--- config.mk ---
export PLATFORM = sky130hd
export DESIGN_NAME = assoc_cache
export DESIGN_NICKNAME = d
export VERILOG_FILES = /design/src/rtl/cache_pkg.sv /design/src/rtl/cache_way.sv /design/src/rtl/assoc_cache.sv
export SDC_FILE = /design/constraint.sdc
export NUM_CORES = 1
export LEC_CHECK = 0
export BUFFER_PORTS_ARGS = -buffer_cell sky130_fd_sc_hd__buf_2
export CAP_MARGIN = 5
export CORE_ASPECT_RATIO = 0.7
export CORE_MARGIN = 2
export CORE_UTILIZATION = 30
export CTS_CLUSTER_DIAMETER = 60
export DETAILED_ROUTE_END_ITERATION = 8
export PLACE_DENSITY_LB_ADDON = 0.25
export SKIP_CTS_REPAIR_TIMING = 1
export SLEW_MARGIN = 20
export SYNTH_ARGS = -nofsm -noshare
export SYNTH_HDL_FRONTEND = slang
export SYNTH_SLANG_ARGS = --single-unit
--- constraint.sdc ---
create_clock -name clk -period 7 [get_ports clk]
set_input_delay 1.4 -clock clk [delete_from_list [all_inputs] [get_ports clk]]
set_output_delay 1.4 -clock clk [all_outputs]
set_load 0.01 [all_outputs]
--- src/rtl/cache_pkg.sv ---
// Shared defaults, state encoding and helpers for the set-associative cache.
`define CACHE_T 26
`define CACHE_S 2
`define CACHE_B 4
`define CACHE_E 2
`define STATE_WIDTH 2

package cache_pkg;
    typedef enum logic [`STATE_WIDTH-1:0] {IDLE, WRITEBACK, REFILL} state_t;

    // Width of a per-way age counter; never zero so arrays stay legal.
    function automatic int age_width(input int ways);
        return (ways > 1) ? $clog2(ways) : 1;
    endfunction
endpackage

--- src/rtl/cache_way.sv ---
// One way of the cache: valid/dirty/tag/data for every set, with a
// combinational read port and a word/line-meta write port.
module cache_way
    import cache_pkg::*;
#(
    parameter int TAG_WIDTH    = `CACHE_T,
    parameter int SET_WIDTH    = `CACHE_S,
    parameter int OFFSET_WIDTH = `CACHE_B
) (
    input  logic                    clk,
    input  logic                    reset,
    input  logic [SET_WIDTH-1:0]    rd_index_i,
    input  logic [OFFSET_WIDTH-3:0] rd_word_i,
    input  logic [TAG_WIDTH-1:0]    cmp_tag_i,
    output logic                    match_o,
    output logic                    valid_o,
    output logic                    dirty_o,
    output logic [TAG_WIDTH-1:0]    tag_o,
    output logic [31:0]             word_o,
    input  logic                    wr_en_i,
    input  logic [SET_WIDTH-1:0]    wr_index_i,
    input  logic [OFFSET_WIDTH-3:0] wr_word_i,
    input  logic [31:0]             wr_data_i,
    input  logic                    wr_dirty_i,
    input  logic                    meta_en_i,
    input  logic [TAG_WIDTH-1:0]    meta_tag_i
);
    localparam int SETS  = 2**SET_WIDTH;
    localparam int WORDS = 2**(OFFSET_WIDTH-2);

    logic [SETS-1:0]      valid_q, dirty_q;
    logic [TAG_WIDTH-1:0] tag_q  [SETS];
    logic [31:0]          data_q [SETS][WORDS];

    assign valid_o = valid_q[rd_index_i];
    assign dirty_o = dirty_q[rd_index_i];
    assign tag_o   = tag_q[rd_index_i];
    assign word_o  = data_q[rd_index_i][rd_word_i];
    assign match_o = valid_o && (tag_o == cmp_tag_i);

    always_ff @(posedge clk or posedge reset) begin
        if (reset) begin
            valid_q <= '0;
            dirty_q <= '0;
        end else begin
            if (wr_en_i && wr_dirty_i) dirty_q[wr_index_i] <= 1'b1;
            // Line install wins over any word write in the same cycle.
            if (meta_en_i) begin
                valid_q[wr_index_i] <= 1'b1;
                dirty_q[wr_index_i] <= 1'b0;
            end
        end
    end

    always_ff @(posedge clk) begin
        if (wr_en_i)   data_q[wr_index_i][wr_word_i] <= wr_data_i;
        if (meta_en_i) tag_q[wr_index_i] <= meta_tag_i;
    end
endmodule

--- src/rtl/assoc_cache.sv ---
// N-way set-associative write-back cache with age-based LRU and a
// word-by-word request/ready memory port.
module assoc_cache
    import cache_pkg::*;
#(
    parameter int TAG_WIDTH    = `CACHE_T,
    parameter int SET_WIDTH    = `CACHE_S,
    parameter int OFFSET_WIDTH = `CACHE_B,
    parameter int WAYS         = `CACHE_E
) (
    input  logic        clk,
    input  logic        reset,
    input  logic        stall,
    input  logic        input_ready,
    input  logic        w_en,
    input  logic [31:0] addr,
    input  logic [31:0] write_data,
    output logic        hit,
    output logic [31:0] read_data,
    output logic        m_req,
    output logic        m_wen,
    output logic [31:0] maddr,
    output logic [31:0] mwrite_data,
    input  logic [31:0] mread_data,
    input  logic        m_ready
);
    localparam int SETS = 2**SET_WIDTH;
    localparam int WW   = OFFSET_WIDTH-2;
    localparam int AW   = age_width(WAYS);
    localparam logic [WW-1:0] LAST   = {WW{1'b1}};
    localparam logic [AW-1:0] OLDEST = AW'(WAYS-1);

    state_t        state_q, state_d;
    logic [WW-1:0] k_q, k_d;
    logic [AW-1:0] victim_q, victim_d;
    logic [AW-1:0] age_q [SETS][WAYS];
    logic [AW-1:0] age_d [SETS][WAYS];

    logic [TAG_WIDTH-1:0] tag;
    logic [SET_WIDTH-1:0] index;
    logic [WW-1:0]        word, rd_word, wr_word;
    logic                 en, wr_dirty, lru_en;
    logic [31:0]          wr_data;
    logic [AW-1:0]        hit_way, inv_way, old_way, victim_sel, lru_way;
    logic                 hit_any, inv_any;

    logic [WAYS-1:0]                w_match, w_valid, w_dirty, w_we, w_meta;
    logic [WAYS-1:0][TAG_WIDTH-1:0] w_tag;
    logic [WAYS-1:0][31:0]          w_word;

    assign tag     = addr[31:32-TAG_WIDTH];
    assign index   = addr[31-TAG_WIDTH:OFFSET_WIDTH];
    assign word    = addr[OFFSET_WIDTH-1:2];
    assign en      = input_ready & ~stall;
    // During write-back the read port streams the victim line by beat.
    assign rd_word = (state_q == IDLE) ? word : k_q;

    for (genvar g = 0; g < WAYS; g++) begin : g_way
        cache_way #(
            .TAG_WIDTH(TAG_WIDTH), .SET_WIDTH(SET_WIDTH), .OFFSET_WIDTH(OFFSET_WIDTH)
        ) u_way (
            .clk(clk), .reset(reset),
            .rd_index_i(index), .rd_word_i(rd_word), .cmp_tag_i(tag),
            .match_o(w_match[g]), .valid_o(w_valid[g]), .dirty_o(w_dirty[g]),
            .tag_o(w_tag[g]), .word_o(w_word[g]),
            .wr_en_i(w_we[g]), .wr_index_i(index), .wr_word_i(wr_word),
            .wr_data_i(wr_data), .wr_dirty_i(wr_dirty),
            .meta_en_i(w_meta[g]), .meta_tag_i(tag)
        );
    end

    always_comb begin
        hit_any = 1'b0;
        hit_way = '0;
        inv_any = 1'b0;
        inv_way = '0;
        old_way = '0;
        for (int w = 0; w < WAYS; w++) begin
            if (w_match[w]) begin
                hit_any = 1'b1;
                hit_way = AW'(w);
            end
            if (age_q[index][w] == OLDEST) old_way = AW'(w);
        end
        for (int w = WAYS-1; w >= 0; w--) begin
            if (!w_valid[w]) begin
                inv_any = 1'b1;
                inv_way = AW'(w);
            end
        end
        victim_sel = inv_any ? inv_way : old_way;
    end

    always_comb begin
        state_d     = state_q;
        k_d         = k_q;
        victim_d    = victim_q;
        hit         = 1'b0;
        read_data   = '0;
        m_req       = 1'b0;
        m_wen       = 1'b0;
        maddr       = '0;
        mwrite_data = '0;
        w_we        = '0;
        w_meta      = '0;
        wr_word     = word;
        wr_data     = write_data;
        wr_dirty    = 1'b0;
        lru_en      = 1'b0;
        lru_way     = hit_way;
        case (state_q)
            IDLE: if (en) begin
                if (hit_any) begin
                    hit       = 1'b1;
                    read_data = w_word[hit_way];
                    lru_en    = 1'b1;
                    if (w_en) begin
                        w_we[hit_way] = 1'b1;
                        wr_dirty      = 1'b1;
                    end
                end else begin
                    victim_d = victim_sel;
                    state_d  = (w_valid[victim_sel] && w_dirty[victim_sel]) ? WRITEBACK : REFILL;
                end
            end
            WRITEBACK: begin
                m_req       = 1'b1;
                m_wen       = 1'b1;
                maddr       = {w_tag[victim_q], index, k_q, 2'b00};
                mwrite_data = w_word[victim_q];
                if (m_ready) begin
                    k_d = k_q + 1'b1;
                    if (k_q == LAST) state_d = REFILL;
                end
            end
            REFILL: begin
                m_req = 1'b1;
                maddr = {tag, index, k_q, 2'b00};
                if (m_ready) begin
                    w_we[victim_q] = 1'b1;
                    wr_word        = k_q;
                    wr_data        = mread_data;
                    k_d            = k_q + 1'b1;
                    if (k_q == LAST) begin
                        w_meta[victim_q] = 1'b1;
                        lru_en           = 1'b1;
                        lru_way          = victim_q;
                        state_d          = IDLE;
                    end
                end
            end
            default: state_d = IDLE;
        endcase
    end

    // Touched way becomes youngest; everything younger than it ages by one.
    always_comb begin
        age_d = age_q;
        if (lru_en) begin
            for (int j = 0; j < WAYS; j++)
                if (age_q[index][j] < age_q[index][lru_way])
                    age_d[index][j] = age_q[index][j] + 1'b1;
            age_d[index][lru_way] = '0;
        end
    end

    always_ff @(posedge clk or posedge reset) begin
        if (reset) begin
            state_q  <= IDLE;
            k_q      <= '0;
            victim_q <= '0;
            for (int s = 0; s < SETS; s++)
                for (int w = 0; w < WAYS; w++)
                    age_q[s][w] <= AW'(w);
        end else begin
            state_q  <= state_d;
            k_q      <= k_d;
            victim_q <= victim_d;
            age_q    <= age_d;
        end
    end
endmodule

# Word level (Yosys, flattened, before mapping)
# Memories as Yosys holds them, arrays and structs flattened.
# Index checks and enable logic that the tools add are counted.
# W data, S select, Z words.
# op_classes
add_sub_neg,3
n_shift,0
div,0
multipliers,0
n_lt_le_gt_ge,16
n_reduce_logical,16
n_mux,113
n_bitwise,16
eq_ne,11
# op_table
op,count
$mux W32,15
$mux W128,2
$bmux W32 S2,2
$demux W32 S2,1
$pmux W32 S2,1
$eq A26 B26 Y1,2
$mux W26,2
$mux W1,44
$mux W2,21
$mux W8,4
$bwmux W8,2
$mux W4,4
$or A4 B4 Y4,4
$demux W2 S2,3
$ne A2 B2 Y1 const B,6
$logic_and A1 B1 Y1,11
$ge A3 B3 Y1 const B,3
$not A2 Y3,3
$and A4 B4 Y4,2
$and A8 B8 Y8,1
$bmux W1 S2,4
$not A8 Y8,1
$lt A1 B2 Y1 const B,3
$lt A3 B1 Y1 const B,2
25 further kinds,32
# totals
register_bits,29
inputBits,102
elab_cells,194
latchBits,0
ram_bits,1232
out_inout_bits,99
mem_count,4
mem_bits_ro,0
# mem_list
memory,words,width,rd,rd_clocked_by_memory_dff,wr,line_no,text
g_way[0].u_way.data_q,4,128,1,0,1,cache_way.sv:33,logic [31:0] data_q [SETS][WORDS];
g_way[1].u_way.data_q,4,128,1,0,1,cache_way.sv:33,
g_way[0].u_way.tag_q,4,26,1,0,1,cache_way.sv:32,logic [TAG_WIDTH-1:0] tag_q [SETS];
g_way[1].u_way.tag_q,4,26,1,0,1,cache_way.sv:32,

# Depth between registers and ports, before layout
# Gate-level depths: netlist (run 1).
# logic_depth
depth_word,18
mapped_depth,13
mapped_depth_nobuf,8

# Cells and area by module
# Synthesis (run 1) repeated with hierarchy kept, for this count alone.
# unflattened
cells_unflattened,2325
area_unflattened_um2,50952.6
# modules_own_cells
mod,cells_each,seq_area_each_um2,area_per_inst_um2,n_inst
cache_way at g_way[0].u_way,982,18697.9,23925.4,1
cache_way at g_way[1].u_way,977,18697.9,23909.2,1
assoc_cache,366,330.3,3118.0,1

# Worst setup path before layout (run 1)
# Ideal clock, no wire load.
# synth_timing
path_kind,input to register
from,input port addr[4]
to,memory g_way[0].u_way.data_q[1][0] (netlist bit) (enable)
t_arrival_ps,4906
t_required_ps,6579
cell_stages,9
n_path_buf,1
setup_slack_ps,1672
setup_ps,421
path_cell_list,buf_6 > mux4_1 > xnor2_1 > nand4_1 > or3_4 > a2111oi_4 > a31o_2 > nand2_1 > nor2_1
# synth_between
elab_chain_cells,14
word_cells_on_any_way,24
classes_between,order compare (2); eq/ne (2); mux (15); reduce/logical (3); memory (2)
# synth_rtl
element,line_no,text
from (decl),assoc_cache.sv:16,"input logic [31:0] addr,"
$mem_v2 Z4 W26 or $bmux W1 S2 (tied branches),--,
$eq A26 B26 Y1 or $mux W1 (tied branches),"cache_way.sv:39, cache_way.sv:35",
$logic_and A1 B1 Y1,cache_way.sv:39,assign match_o = valid_o && (tag_o == cmp_tag_i);
$mux W1,assoc_cache.sv:79,if (w_match[w]) begin
$lt A1 B2 Y1 (implied by the code) or $ge A1 B1 Y1 (tied branches),assoc_cache.sv:118,w_we[hit_way] = 1'b1;
$logic_and A1 B1 Y1 (implied by the code),assoc_cache.sv:118,
$mux W1 (implied by the code),assoc_cache.sv:118,
$demux W1 S1,assoc_cache.sv:118,
$mux W2,assoc_cache.sv:117,if (w_en) begin
$mux W2,assoc_cache.sv:113,if (hit_any) begin
$mux W2,assoc_cache.sv:112,IDLE: if (en) begin
$pmux W2 S2,assoc_cache.sv:111,case (state_q)
$mux W1,cache_way.sv:56,if (wr_en_i) data_q[wr_index_i][wr_word_i] <= wr_data_i;
$mux W128 (implied by the code),cache_way.sv:56,
to (decl),cache_way.sv:33,
# Several ways; a longest one is shown, not always the timed one. The select of a mux whose other input is x is not followed.

# Final worst setup path (run 1)
# layout_timing
from,input port addr[4]
to,output port read_data[2]
# layout_between
elab_chain_cells,9
word_cells_on_any_way,26
classes_between,eq/ne (2); mux (18); reduce/logical (2); memory (4)
# layout_rtl
element,line_no,text
"$mem_v2 Z4 W26, or another cell as far along",--,
"$eq A26 B26 Y1, or another cell as far along",cache_way.sv:39,
$logic_and A1 B1 Y1 or $mux W32 (tied branches),"cache_way.sv:39, cache_way.sv:38",
$mux W1 or $mux W32 (tied branches),"assoc_cache.sv:79, cache_way.sv:38",
$mux W32 (implied by the code) (2 in series),assoc_cache.sv:115,read_data = w_word[hit_way];
$mux W32 (*),assoc_cache.sv:113,
$mux W32 (*),assoc_cache.sv:112,
$mux W32 (*),assoc_cache.sv:111,
to (decl),assoc_cache.sv:19,"output logic [31:0] read_data,"
# Mark *: on every way between the ends. The rest lies on a longest branch, timed or not. The select of a mux whose other input is x is not followed.

==> metrics.log, run 1 <==
[metrics] die width: 499 um
[metrics] number of iterations in the first detailed-routing pass: 7
[metrics] endpoint of the worst hold-timing path: g_way[1].u_way.valid_q[1]
[metrics] RR Startpoint: g_way[1].u_way.tag_q[3][6]
[metrics] Data required, critical path: 5.60 ns
[metrics] top-area cell type share of the netlist area: 72.0%
[metrics] Arr. time, crit path: 5.28 ns
[metrics] number of antenna violations at the first check in global routing: 2
[metrics] via count of the first global-routing pass: 27,094
[metrics] fill count: 15,967
[metrics] Switching Power: 5.71 mW
[metrics] initial cell density of the core: 30.1%
[metrics] hold_sp: g_way[1].u_way.valid_q[1]
[metrics] clock-pin slew reported for the worst setup and hold paths after clock tree synthesis: 0.05 ns
[metrics] share of async-settable or async-resettable flops after synthesis: 2.30%
[metrics] Max Cap Violations: 0
[metrics] global-route wire length before repair: 205,000 um
[metrics] status: finished, final reports clean
[metrics] Detail Placement HPWL: 81,100 um
[metrics] Global Route Usage Sum: 16.2%
[metrics] initial drt markers: 2,367
[metrics] die height: 350 um
[metrics] Synth Instances: 2,735
[metrics] CTS Buf Count: 140
[metrics] area of the placeable core: 171,000 um2
[metrics] post-synthesis cell area: 51,400 um2
[metrics] category of the critical setup timing path: in -> out
[metrics] number of synthesized register bits: 1,261
[metrics] Final Core Density: 35.4%
[metrics] Worst slew margin: 25.7%
[metrics] critical-path cell list: buf_8, buf_4, mux2i_1, or3_1, o2111ai_1, nor4_1, nand4_1, o21ai_4, buf_12, a21boi_1, buf_2
[metrics] WHS Path Cells: 1
[metrics] Yosys warnings: 0
[metrics] Post-Route Skew: 0.0304 ns
[metrics] prevailing post-synth register cell: sky130_fd_sc_hd__edfxtp_1
[metrics] layout overhead on the synthesized area: 17.8%
[metrics] EDFF count, synth: 1,232
[metrics] Routed wire per std cell: 26.7 um
[metrics] unrepaired setup endpoints after global routing: no
[metrics] Design Power: 19.8 mW
[metrics] Slew @ Worst Pin: 1.11 ns
[metrics] routability cong.: 0.790
[metrics] final routed DRC violation total: 0
[metrics] CTS H-tree depth: 4
[metrics] Overflow after GRT: 0
[metrics] worst path buffer plus inverter count: 4
[metrics] number of slew-limit violations in the final report: 0
[metrics] aggregate negative setup slack: 0 ns
[metrics] count of final setup violators: 0
[metrics] cell count of the worst reg-to-reg path: 10
[metrics] Max Buffers Root-to-Sink: 3
[metrics] Max IR drop VDD: 0.336 mV
[metrics] switching power as a share of total power: 28.9%
[metrics] post-synthesis cell type with the largest combined area: sky130_fd_sc_hd__edfxtp_1
[metrics] Period Utilization, post-route: 95.5%
[metrics] fraction of the yosys area taken by sequential cells: 73.4%
[metrics] crit path time final: 6.68 ns
[metrics] Root Driver: sky130_fd_sc_hd__clkbuf_16
[metrics] end of the worst register-to-register path: g_way[1].u_way.data_q[3][104]
[metrics] sequential power share: 45.6%
[metrics] top cells by area in the synthesized netlist: sky130_fd_sc_hd__edfxtp_1, sky130_fd_sc_hd__mux4_2, sky130_fd_sc_hd__nand2_1
[metrics] Power per Cell Area: 327 nW/um2
[metrics] top cell family by delay on the critical path: buffers and inverters
[metrics] TritonCTS clock tree: yes
[metrics] leakage power figure: 19.5 nW
[metrics] latest clock arrival within the worst-skew pair: 0.77 ns
[metrics] Total Wirelength: 144,000 um
[metrics] cell with the largest stage delay on the worst path: sky130_fd_sc_hd__buf_4
[metrics] TritonCTS Sinks: 1,261
[metrics] routed via count divided by cell count: 5.08
[metrics] top cells by instance count after synthesis: sky130_fd_sc_hd__edfxtp_1, sky130_fd_sc_hd__nand2_1, sky130_fd_sc_hd__mux4_2, sky130_fd_sc_hd__clkbuf_1, sky130_fd_sc_hd__mux2i_1
[metrics] origin of the worst setup path: addr[4]
[metrics] fin nets: 3,121
[metrics] routed via count: 27,322
[metrics] average size of a mapped cell: 18.8 um2
[metrics] number of top-level design ports: 201
[metrics] maximum number of pins on one net before global-route repair: 125
[metrics] area enclosed by the die boundary: 175,000 um2
[metrics] count of distinct cell types in the synthesized netlist: 68
[metrics] P_int: 14.1 mW
[metrics] input/output buffers: 196
[metrics] hold crit path type: reg -> reg
[metrics] maximum single-stage delay on the critical path: 0.54 ns
[metrics] Gate power share: 18.3%
[metrics] fraction of power consumed by the clock network: 36.1%
[metrics] FP Rows: 127
[metrics] library cell with the highest instance count after synthesis: sky130_fd_sc_hd__edfxtp_1
[metrics] worst-path fanout max: 43
[metrics] endpoint type of the worst setup path: output port
[metrics] maximum clock frequency: 0.150 GHz
[metrics] type of element launching the critical path: primary input
[metrics] Fin. Hold Viols: 0
[metrics] internal reg-to-reg setup slack: 2.81 ns
[metrics] share of layout cells above drive strength 1: 28.9%
[metrics] number of routed nets with antenna violations: 0
[flip-flops by register name, summed over array words and instances, names as in the netlist, named ones only]
signal	flops
g_way.u_way.valid_q	8
g_way.u_way.dirty_q	5
age_q	8
k_q	2
g_way.u_way.tag_q	208
g_way.u_way.data_q	1024
state_q	2
victim_q	1
[metrics by stage]
stage | hold WS, ns | setup WS [ns] | cells | area (um2)
6_report | 0.467 | 0.317 | 5383 | 60500
5_1_grt | 0.493 | 0.130 | 5383 | 60500
4_1_cts | 0.469 | 0.383 | 5382 | 60400
3_5_place_dp | 0.455 | 0.403 | 5130 | 56000
3_3_place_gp | 0.444 | 0.421 | 5130 | 56000
2_1_floorplan | 0.434 | 1.67 | 2736 | 51400
[layer usage]
metal  global-route usage (%)  wire (um)  up-vias
li1                         -          -    11588
met1                     24.0      66800    14755
met2                     25.2      66700      806
met3                     2.29       7370      173
met4                     4.26       2770        0
met5                        0          0        -
[power groups by stage]
| stage | Sequential [mW] | Clock (mW) | Combinational, mW |
|---|---|---|---|
| detailed placement | 9.19 | 0 | 3.69 |
| global placement | 9.18 | 0 | 3.66 |
| finish | 9.02 | 7.14 | 3.63 |
| CTS | 9.03 | 7.33 | 3.69 |
| floorplan | 9.09 | 0 | 2.04 |
| global route | 9.03 | 7.62 | 3.91 |
[worst max path at each step]
stage | endpoint | depth (start not counted) | slack [ns]
detailed placement | read_data[2] | 11 | 0.40
floorplan | g_way[0].u_way.data_q[1][0] | 9 | 1.67
global route | read_data[2] | 11 | 0.13
finish | read_data[2] | 11 | 0.32
CTS | read_data[2] | 11 | 0.38
global placement | read_data[2] | 11 | 0.42
[final cells by class]
type                            instances  area [um2]  share of cell area (%)
Multi-Input combinational cell       1296       13300                    21.9
Timing Repair Buffer                  305        2180                    3.61
Tap cell                             2257        2820                    4.67
Inverter                               11        41.3                  0.0683
Antenna cell                            1        2.50                 0.00414
Clock buffer                          170        3690                    6.10
Sequential cell                      1261       37700                    62.4
Clock inverter                         82         753                    1.25
[logic make-up (layout without fill, tap and decap cells)]
kind of cell | count (synthesis) | in the layout | synth area share, %
other | 1 | 3 | 0.00730
buffers and inverters | 179 | 568 | 1.55
muxes | 397 | 397 | 15.1
AOI/OAI and AO/OA | 272 | 272 | 3.79
DFF | 1261 | 1261 | 73.4
xor gates and xnor gates | 47 | 47 | 0.801
and+or+nand+nor | 574 | 574 | 5.19
adders and majority gates | 4 | 4 | 0.0974
[placed cells by master (no fill, tap or decap), types with 12 or more instances in the layout]
cell	instances
sky130_fd_sc_hd__mux4_2	287
sky130_fd_sc_hd__a31oi_1	68
sky130_fd_sc_hd__clkinv_2	20
sky130_fd_sc_hd__clkinv_1	32
sky130_fd_sc_hd__nor2_4	38
sky130_fd_sc_hd__a21boi_1	32
sky130_fd_sc_hd__nor2b_1	59
sky130_fd_sc_hd__mux2_2	23
sky130_fd_sc_hd__a22oi_1	22
sky130_fd_sc_hd__nand2_2	18
sky130_fd_sc_hd__dfrtp_1	24
sky130_fd_sc_hd__clkbuf_1	26
sky130_fd_sc_hd__buf_12	29
sky130_fd_sc_hd__xnor2_1	40
sky130_fd_sc_hd__mux2i_1	71
sky130_fd_sc_hd__o21ai_0	22
sky130_fd_sc_hd__a21oi_1	12
sky130_fd_sc_hd__nand4_1	14
sky130_fd_sc_hd__a211oi_1	69
sky130_fd_sc_hd__nand2_1	309
sky130_fd_sc_hd__clkbuf_16	143
sky130_fd_sc_hd__buf_2	194
sky130_fd_sc_hd__buf_4	80
sky130_fd_sc_hd__edfxtp_1	1232
sky130_fd_sc_hd__and2_1	70
Note: power is estimated with default switching activity, not from simulation.
==> inputs of run 2 (changes only) <==
==> constraint.sdc (replaced) <==
create_clock -name clk -period 7 [get_ports clk]
set_input_delay 1.75 -clock clk [delete_from_list [all_inputs] [get_ports clk]]
set_output_delay 1.75 -clock clk [all_outputs]
set_load 0.01 [all_outputs]
==> run 2 against run 1 <==
Via count is essentially flat. Maximum frequency shrank 3.3%. Critical path depth grew 2. Worst setup slack lost 0.23 ns. Sequential power is essentially flat. Die area is the same. Final cell count grew 0.84%. Clock skew grew 0.0011 ns. Clock power shrank 0.8%. Critical path type unchanged. Critical endpoint is now read_data[29].
==> metrics.log, run 2 (synthesis gave the netlist of run 1 again) <==
[metrics] type of element launching the critical path: primary input
[metrics] die height: 350 um
[metrics] Max IR drop VDD: 0.288 mV
[metrics] Design Power: 19.8 mW
[metrics] Total Wirelength: 143,000 um
[metrics] Arr. time, crit path: 5.16 ns
[metrics] number of top-level design ports: 201
[metrics] crit path time final: 6.91 ns
[metrics] hold_sp: g_way[0].u_way.valid_q[3]
[metrics] routed via count: 27,346
[metrics] endpoint of the worst hold-timing path: g_way[0].u_way.valid_q[3]
[metrics] number of routed nets with antenna violations: 0
[metrics] number of slew-limit violations in the final report: 0
[metrics] via count of the first global-routing pass: 27,043
[metrics] area of the placeable core: 171,000 um2
[metrics] unrepaired setup endpoints after global routing: no
[metrics] Global Route Usage Sum: 16.1%
[metrics] highest-count cells in the layout ignoring fill and taps: sky130_fd_sc_hd__edfxtp_1, sky130_fd_sc_hd__nand2_1, sky130_fd_sc_hd__mux4_2
[metrics] die width: 499 um
[metrics] end of the worst register-to-register path: g_way[1].u_way.data_q[3][61]
[metrics] TritonCTS Sinks: 1,261
[metrics] FP Rows: 127
[metrics] number of iterations in the first detailed-routing pass: 5
[metrics] most common cell after layout, fill and taps aside: sky130_fd_sc_hd__edfxtp_1
[metrics] aggregate negative setup slack: 0 ns
[metrics] fin nets: 3,162
[metrics] Root Driver: sky130_fd_sc_hd__clkbuf_16
[metrics] cell count of the worst reg-to-reg path: 11
[metrics] hold crit path type: reg -> reg
[metrics] maximum clock frequency: 0.145 GHz
[metrics] Power per Cell Area: 325 nW/um2
[metrics] latest clock arrival within the worst-skew pair: 0.75 ns
[metrics] layout overhead on the synthesized area: 18.6%
[metrics] initial cell density of the core: 30.1%
[metrics] input/output buffers: 196
[metrics] clock-pin slew reported for the worst setup and hold paths after clock tree synthesis: 0.05 ns
[metrics] Data required, critical path: 5.25 ns
[metrics] internal reg-to-reg setup slack: 2.71 ns
[metrics] share of layout cells above drive strength 1: 29.5%
[metrics] number of antenna violations at the first check in global routing: 4
[metrics] count of final setup violators: 0
[metrics] CTS Buf Count: 142
[metrics] TritonCTS clock tree: yes
[metrics] Slew @ Worst Pin: 1.09 ns
[metrics] status: finished, final reports clean
[metrics] category of the critical setup timing path: in -> out
[metrics] CTS H-tree depth: 4
[metrics] leakage power figure: 19.8 nW
[metrics] area enclosed by the die boundary: 175,000 um2
[metrics] Period Utilization, post-route: 98.7%
[metrics] Regs by FF count: g_way.u_way.data_q (1024), g_way.u_way.tag_q (208)
[metrics] maximum number of pins on one net before global-route repair: 98
[metrics] Post-Route Skew: 0.0315 ns
[metrics] WHS Path Cells: 1
[metrics] Max Buffers Root-to-Sink: 3
[metrics] Worst slew margin: 27.3%
[metrics] RR Startpoint: g_way[1].u_way.tag_q[2][21]
[metrics] Max Cap Violations: 0
[metrics] Detail Placement HPWL: 83,600 um
[metrics] endpoint type of the worst setup path: output port
[metrics] number of flip-flops in the largest register: 1,024
[metrics] worst-path fanout max: 22
[metrics] register containing the most flip-flops in the final layout: g_way.u_way.data_q
[metrics] Overflow after GRT: 0
[metrics] final routed DRC violation total: 0
[metrics] global-route wire length before repair: 204,000 um
[metrics] routed via count divided by cell count: 5.04
[metrics] initial drt markers: 2,590
[metrics] routability cong.: 0.818
[metrics] Routed wire per std cell: 26.3 um
[metrics] Fin. Hold Viols: 0
[run 2: cell count changes in the layout (fill, tap and decap cells not counted), sizes merged]
cell / previous run / this run
buf: 305 / 344
clkbuf: 170 / 187
clkinv: 56 / 50
inv: 22 / 18
bufinv: 10 / 7
diode: 1 / 3
[run 2: layer usage]
layer	track usage, %	routed length [um]
met5	0	0
met4	5.06	3870
met3	2.50	6680
met2	24.7	65200
met1	23.6	67100
[run 2: stage by stage]
| stage | cells | utilization, % | cell area (um2) | hold WS [ns] | worst slack, ns |
|---|---|---|---|---|---|
| after global routing | 5428 | 35.7 | 60900 | 0.472 | 0.00782 |
| final | 5428 | 35.7 | 60900 | 0.462 | 0.0922 |
| after CTS | 5425 | 35.7 | 60900 | 0.463 | 0.110 |
| after global placement | 5169 | 33.1 | 56400 | 0.449 | 0.154 |
| after detailed placement | 5169 | 33.1 | 56500 | 0.449 | 0.141 |
| after floorplan | 2736 | - | 51400 | 0.434 | 1.02 |
[run 2: worst max-delay path, cell delays in order]
cell and delay [ns]:
sky130_fd_sc_hd__buf_8 0.24, sky130_fd_sc_hd__buf_4 0.32, sky130_fd_sc_hd__mux4_2 0.58, sky130_fd_sc_hd__xnor2_1 0.17, sky130_fd_sc_hd__nand4_1 0.12, sky130_fd_sc_hd__buf_4 0.17, sky130_fd_sc_hd__or4_1 0.56, sky130_fd_sc_hd__a2111o_1 0.38
sky130_fd_sc_hd__o21ai_4 0.21, sky130_fd_sc_hd__buf_12 0.19, sky130_fd_sc_hd__a21boi_1 0.17, sky130_fd_sc_hd__buf_4 0.15, sky130_fd_sc_hd__buf_2 0.15
[run 2: how the worst max path moves through the flow]
stage,depth (start not counted),startpoint,slack [ns],to
3_5_place_dp,12,addr[4],0.14,read_data[17]
2_1_floorplan,11,addr[4],1.02,read_data[11]
4_1_cts,12,addr[4],0.11,read_data[17]
6_report,13,addr[4],0.09,read_data[29]
3_3_place_gp,12,addr[4],0.15,read_data[25]
5_1_grt,11,addr[4],0.008,read_data[17]
[run 2: layout make-up]
type	instances	area, um2
well taps	2257	2820
clock buffers	187	3840
flip-flops and latches	1261	37700
repair buffers	344	2640
inverters	11	41.3
fillers	15996	110000
multi-input cells	1296	13300
diodes	3	7.51
clock inverters	69	604
[run 2: power breakdown]
group	leakage (nW)	internal [mW]	switching, mW
Sequential	11.5	8.91	0.102
Combinational	6.14	1.09	2.64
Clock	2.15	4.13	2.95
==> inputs of run 3 (changes only) <==
CELL_PAD_IN_SITES_DETAIL_PLACEMENT = 1   (was not set)
CELL_PAD_IN_SITES_GLOBAL_PLACEMENT = 2   (was not set)
==> run 3 against run 2 <==
Core utilization about the same. Final cell count decreased by 0.68%. Maximum frequency increased by 1.6%. Non-clock buffer count decreased by 22. Register-to-register slack got worse by 0.29 ns. Sequential cell count unchanged. Via count increased by 0.15%. Wire length increased by 5.5%. Clock power increased by 3%. Critical path type unchanged. Clock-buffer cell count decreased by 28. Critical endpoint is now read_data[31].
==> metrics.log, run 3 (synthesis gave the netlist of run 1 again) <==
[metrics] CTS Buf Count: 134
[metrics] Detail Placement HPWL: 87,800 um
[metrics] routability cong.: 0.747
[metrics] fin worst setup slack: 0.204 ns
[metrics] CTS H-tree depth: 4
[metrics] die width: 499 um
[metrics] clock-pin slew reported for the worst setup and hold paths after clock tree synthesis: 0.05 ns
[metrics] fraction of power consumed by the clock network: 36.1%
[metrics] routed via count: 27,387
[metrics] number of iterations in the first detailed-routing pass: 7
[metrics] number of slew-limit violations in the final report: 0
[metrics] post-route cell area: 60,900 um2
[metrics] Root Driver: sky130_fd_sc_hd__clkbuf_16
[metrics] via count of the first global-routing pass: 29,417
[metrics] share of layout cells above drive strength 1: 29.8%
[metrics] placement-stage worst setup slack: -0.0805 ns
[metrics] origin of the worst setup path: addr[4]
[metrics] endpoint type of the worst setup path: output port
[metrics] count of final setup violators: 0
[metrics] Regs by FF count: g_way.u_way.data_q (1024), g_way.u_way.tag_q (208)
[metrics] routed via count divided by cell count: 5.08
[metrics] Worst slew margin: 29.6%
[metrics] crit path time final: 6.80 ns
[metrics] number of routed nets with antenna violations: 0
[metrics] area of the placeable core: 171,000 um2
[metrics] FP Rows: 127
[metrics] number of antenna violations at the first check in global routing: 1
[metrics] register containing the most flip-flops in the final layout: g_way.u_way.data_q
[metrics] Max Buffers Root-to-Sink: 3
[metrics] maximum number of pins on one net before global-route repair: 86
[metrics] Post-Route Skew: 0.0345 ns
[metrics] final routed DRC violation total: 0
[metrics] Design Power: 20.1 mW
[metrics] sequential power share: 44.7%
[metrics] highest-count cells in the layout ignoring fill and taps: sky130_fd_sc_hd__edfxtp_1, sky130_fd_sc_hd__nand2_1, sky130_fd_sc_hd__mux4_2
[metrics] Routed wire per std cell: 28.0 um
[metrics] Slew @ Worst Pin: 1.05 ns
[metrics] maximum clock frequency: 0.147 GHz
[metrics] fin nets: 3,132
[metrics] Power per Cell Area: 330 nW/um2
[metrics] Max Cap Violations: 0
[metrics] number of top-level design ports: 201
[metrics] TritonCTS Sinks: 1,261
[metrics] Critical Path End: read_data[31]
[metrics] Arr. time, crit path: 5.05 ns
[metrics] category of the critical setup timing path: in -> out
[metrics] global-route wire length before repair: 217,000 um
[metrics] Data required, critical path: 5.25 ns
[metrics] WHS Path Cells: 1
[metrics] unrepaired setup endpoints after global routing: no
[metrics] internal reg-to-reg setup slack: 2.42 ns
[metrics] Period Utilization, post-route: 97.1%
[metrics] die height: 350 um
[metrics] P_int: 14.3 mW
[metrics] area enclosed by the die boundary: 175,000 um2
[metrics] end of the worst register-to-register path: g_way[0].u_way.data_q[2][85]
[metrics] TritonCTS clock tree: yes
[metrics] latest clock arrival within the worst-skew pair: 0.77 ns
[metrics] initial cell density of the core: 30.1%
[metrics] initial drt markers: 2,323
[metrics] leakage power figure: 19.7 nW
[metrics] Switching Power: 5.83 mW
[metrics] RR Startpoint: g_way[0].u_way.tag_q[1][12]
[metrics] worst-path fanout max: 28
[metrics] number of flip-flops in the largest register: 1,024
[metrics] Overflow after GRT: 0
[metrics] Fin. Hold Viols: 0
[metrics] status: finished, final reports clean
[metrics] hold crit path type: reg -> reg
[metrics] Total Wirelength: 151,000 um
[metrics] area of placed instances: 56,300 um2
[metrics] layout overhead on the synthesized area: 18.6%
[metrics] Final Core Density: 35.7%
[metrics] most common cell after layout, fill and taps aside: sky130_fd_sc_hd__edfxtp_1
[metrics] switching power as a share of total power: 29.0%
[metrics] aggregate negative setup slack: 0 ns
[metrics] Global Route Usage Sum: 17.2%
[metrics] hold_sp: g_way[0].u_way.valid_q[3]
[metrics] cell count of the worst reg-to-reg path: 9
[metrics] type of element launching the critical path: primary input
[metrics] fill count: 16,870
[metrics] input/output buffers: 196
[metrics] Max IR drop VDD: 0.264 mV
[metrics] Gate power share: 19.2%
## run 3: worst min-delay path by stage
stage                                      endpoint  slack, ns
final                     g_way[0].u_way.valid_q[3]       0.47
after global routing      g_way[1].u_way.valid_q[3]       0.48
after CTS                 g_way[0].u_way.valid_q[3]       0.47
after detailed placement  g_way[1].u_way.valid_q[0]       0.46
after global placement    g_way[0].u_way.valid_q[2]       0.45
after floorplan           g_way[0].u_way.valid_q[2]       0.43
## run 3: power by group through the flow
stage / registers [mW] / clock network [mW] / logic, mW
after floorplan: 9.09 / 0 / 2.04
after global placement: 9.16 / 0 / 3.82
after detailed placement: 9.18 / 0 / 3.93
after CTS: 9.02 / 7.44 / 3.95
after global routing: 9.02 / 7.71 / 4.19
final: 9.00 / 7.27 / 3.86
## run 3: routing by layer
metal / GRT usage, % / vias to the layer above / wire length, um
met5: 0 / - / 0
met2: 27.4 / 657 / 70800
met1: 24.8 / 14943 / 70700
li1: - / 11613 / -
met3: 2.57 / 174 / 6880
met4: 3.92 / 0 / 2390
## run 3: critical path: stages
cell                        delay [ns]
sky130_fd_sc_hd__buf_8            0.23
sky130_fd_sc_hd__buf_4            0.38
sky130_fd_sc_hd__mux2i_1          0.26
sky130_fd_sc_hd__a222oi_1         0.40
sky130_fd_sc_hd__nand4_1          0.20
sky130_fd_sc_hd__a2111oi_4        0.40
sky130_fd_sc_hd__buf_4            0.18
sky130_fd_sc_hd__nand4_1          0.13
sky130_fd_sc_hd__buf_4            0.19
sky130_fd_sc_hd__o21ai_4          0.19
sky130_fd_sc_hd__buf_12           0.20
sky130_fd_sc_hd__a21boi_1         0.20
sky130_fd_sc_hd__buf_4            0.15
sky130_fd_sc_hd__buf_2            0.13
## run 3: metrics by stage
step | cells | hold slack [ns]
final | 5391 | 0.470
after detailed placement | 5147 | 0.456
after floorplan | 2736 | 0.434
after CTS | 5388 | 0.468
after global placement | 5147 | 0.447
after global routing | 5388 | 0.485
## run 3: final cells by class
| type | count | area [um2] | share of cell area (%) |
|---|---|---|---|
| multi-input combinational | 1296 | 13300 | 21.8 |
| timing repair buffer | 322 | 2580 | 4.23 |
| sequential | 1261 | 37700 | 61.9 |
| inverter | 11 | 41.3 | 0.0678 |
| antenna | 3 | 7.51 | 0.0123 |
| clock buffer | 159 | 3540 | 5.81 |
| tap | 2257 | 2820 | 4.63 |
| clock inverter | 82 | 930 | 1.53 |
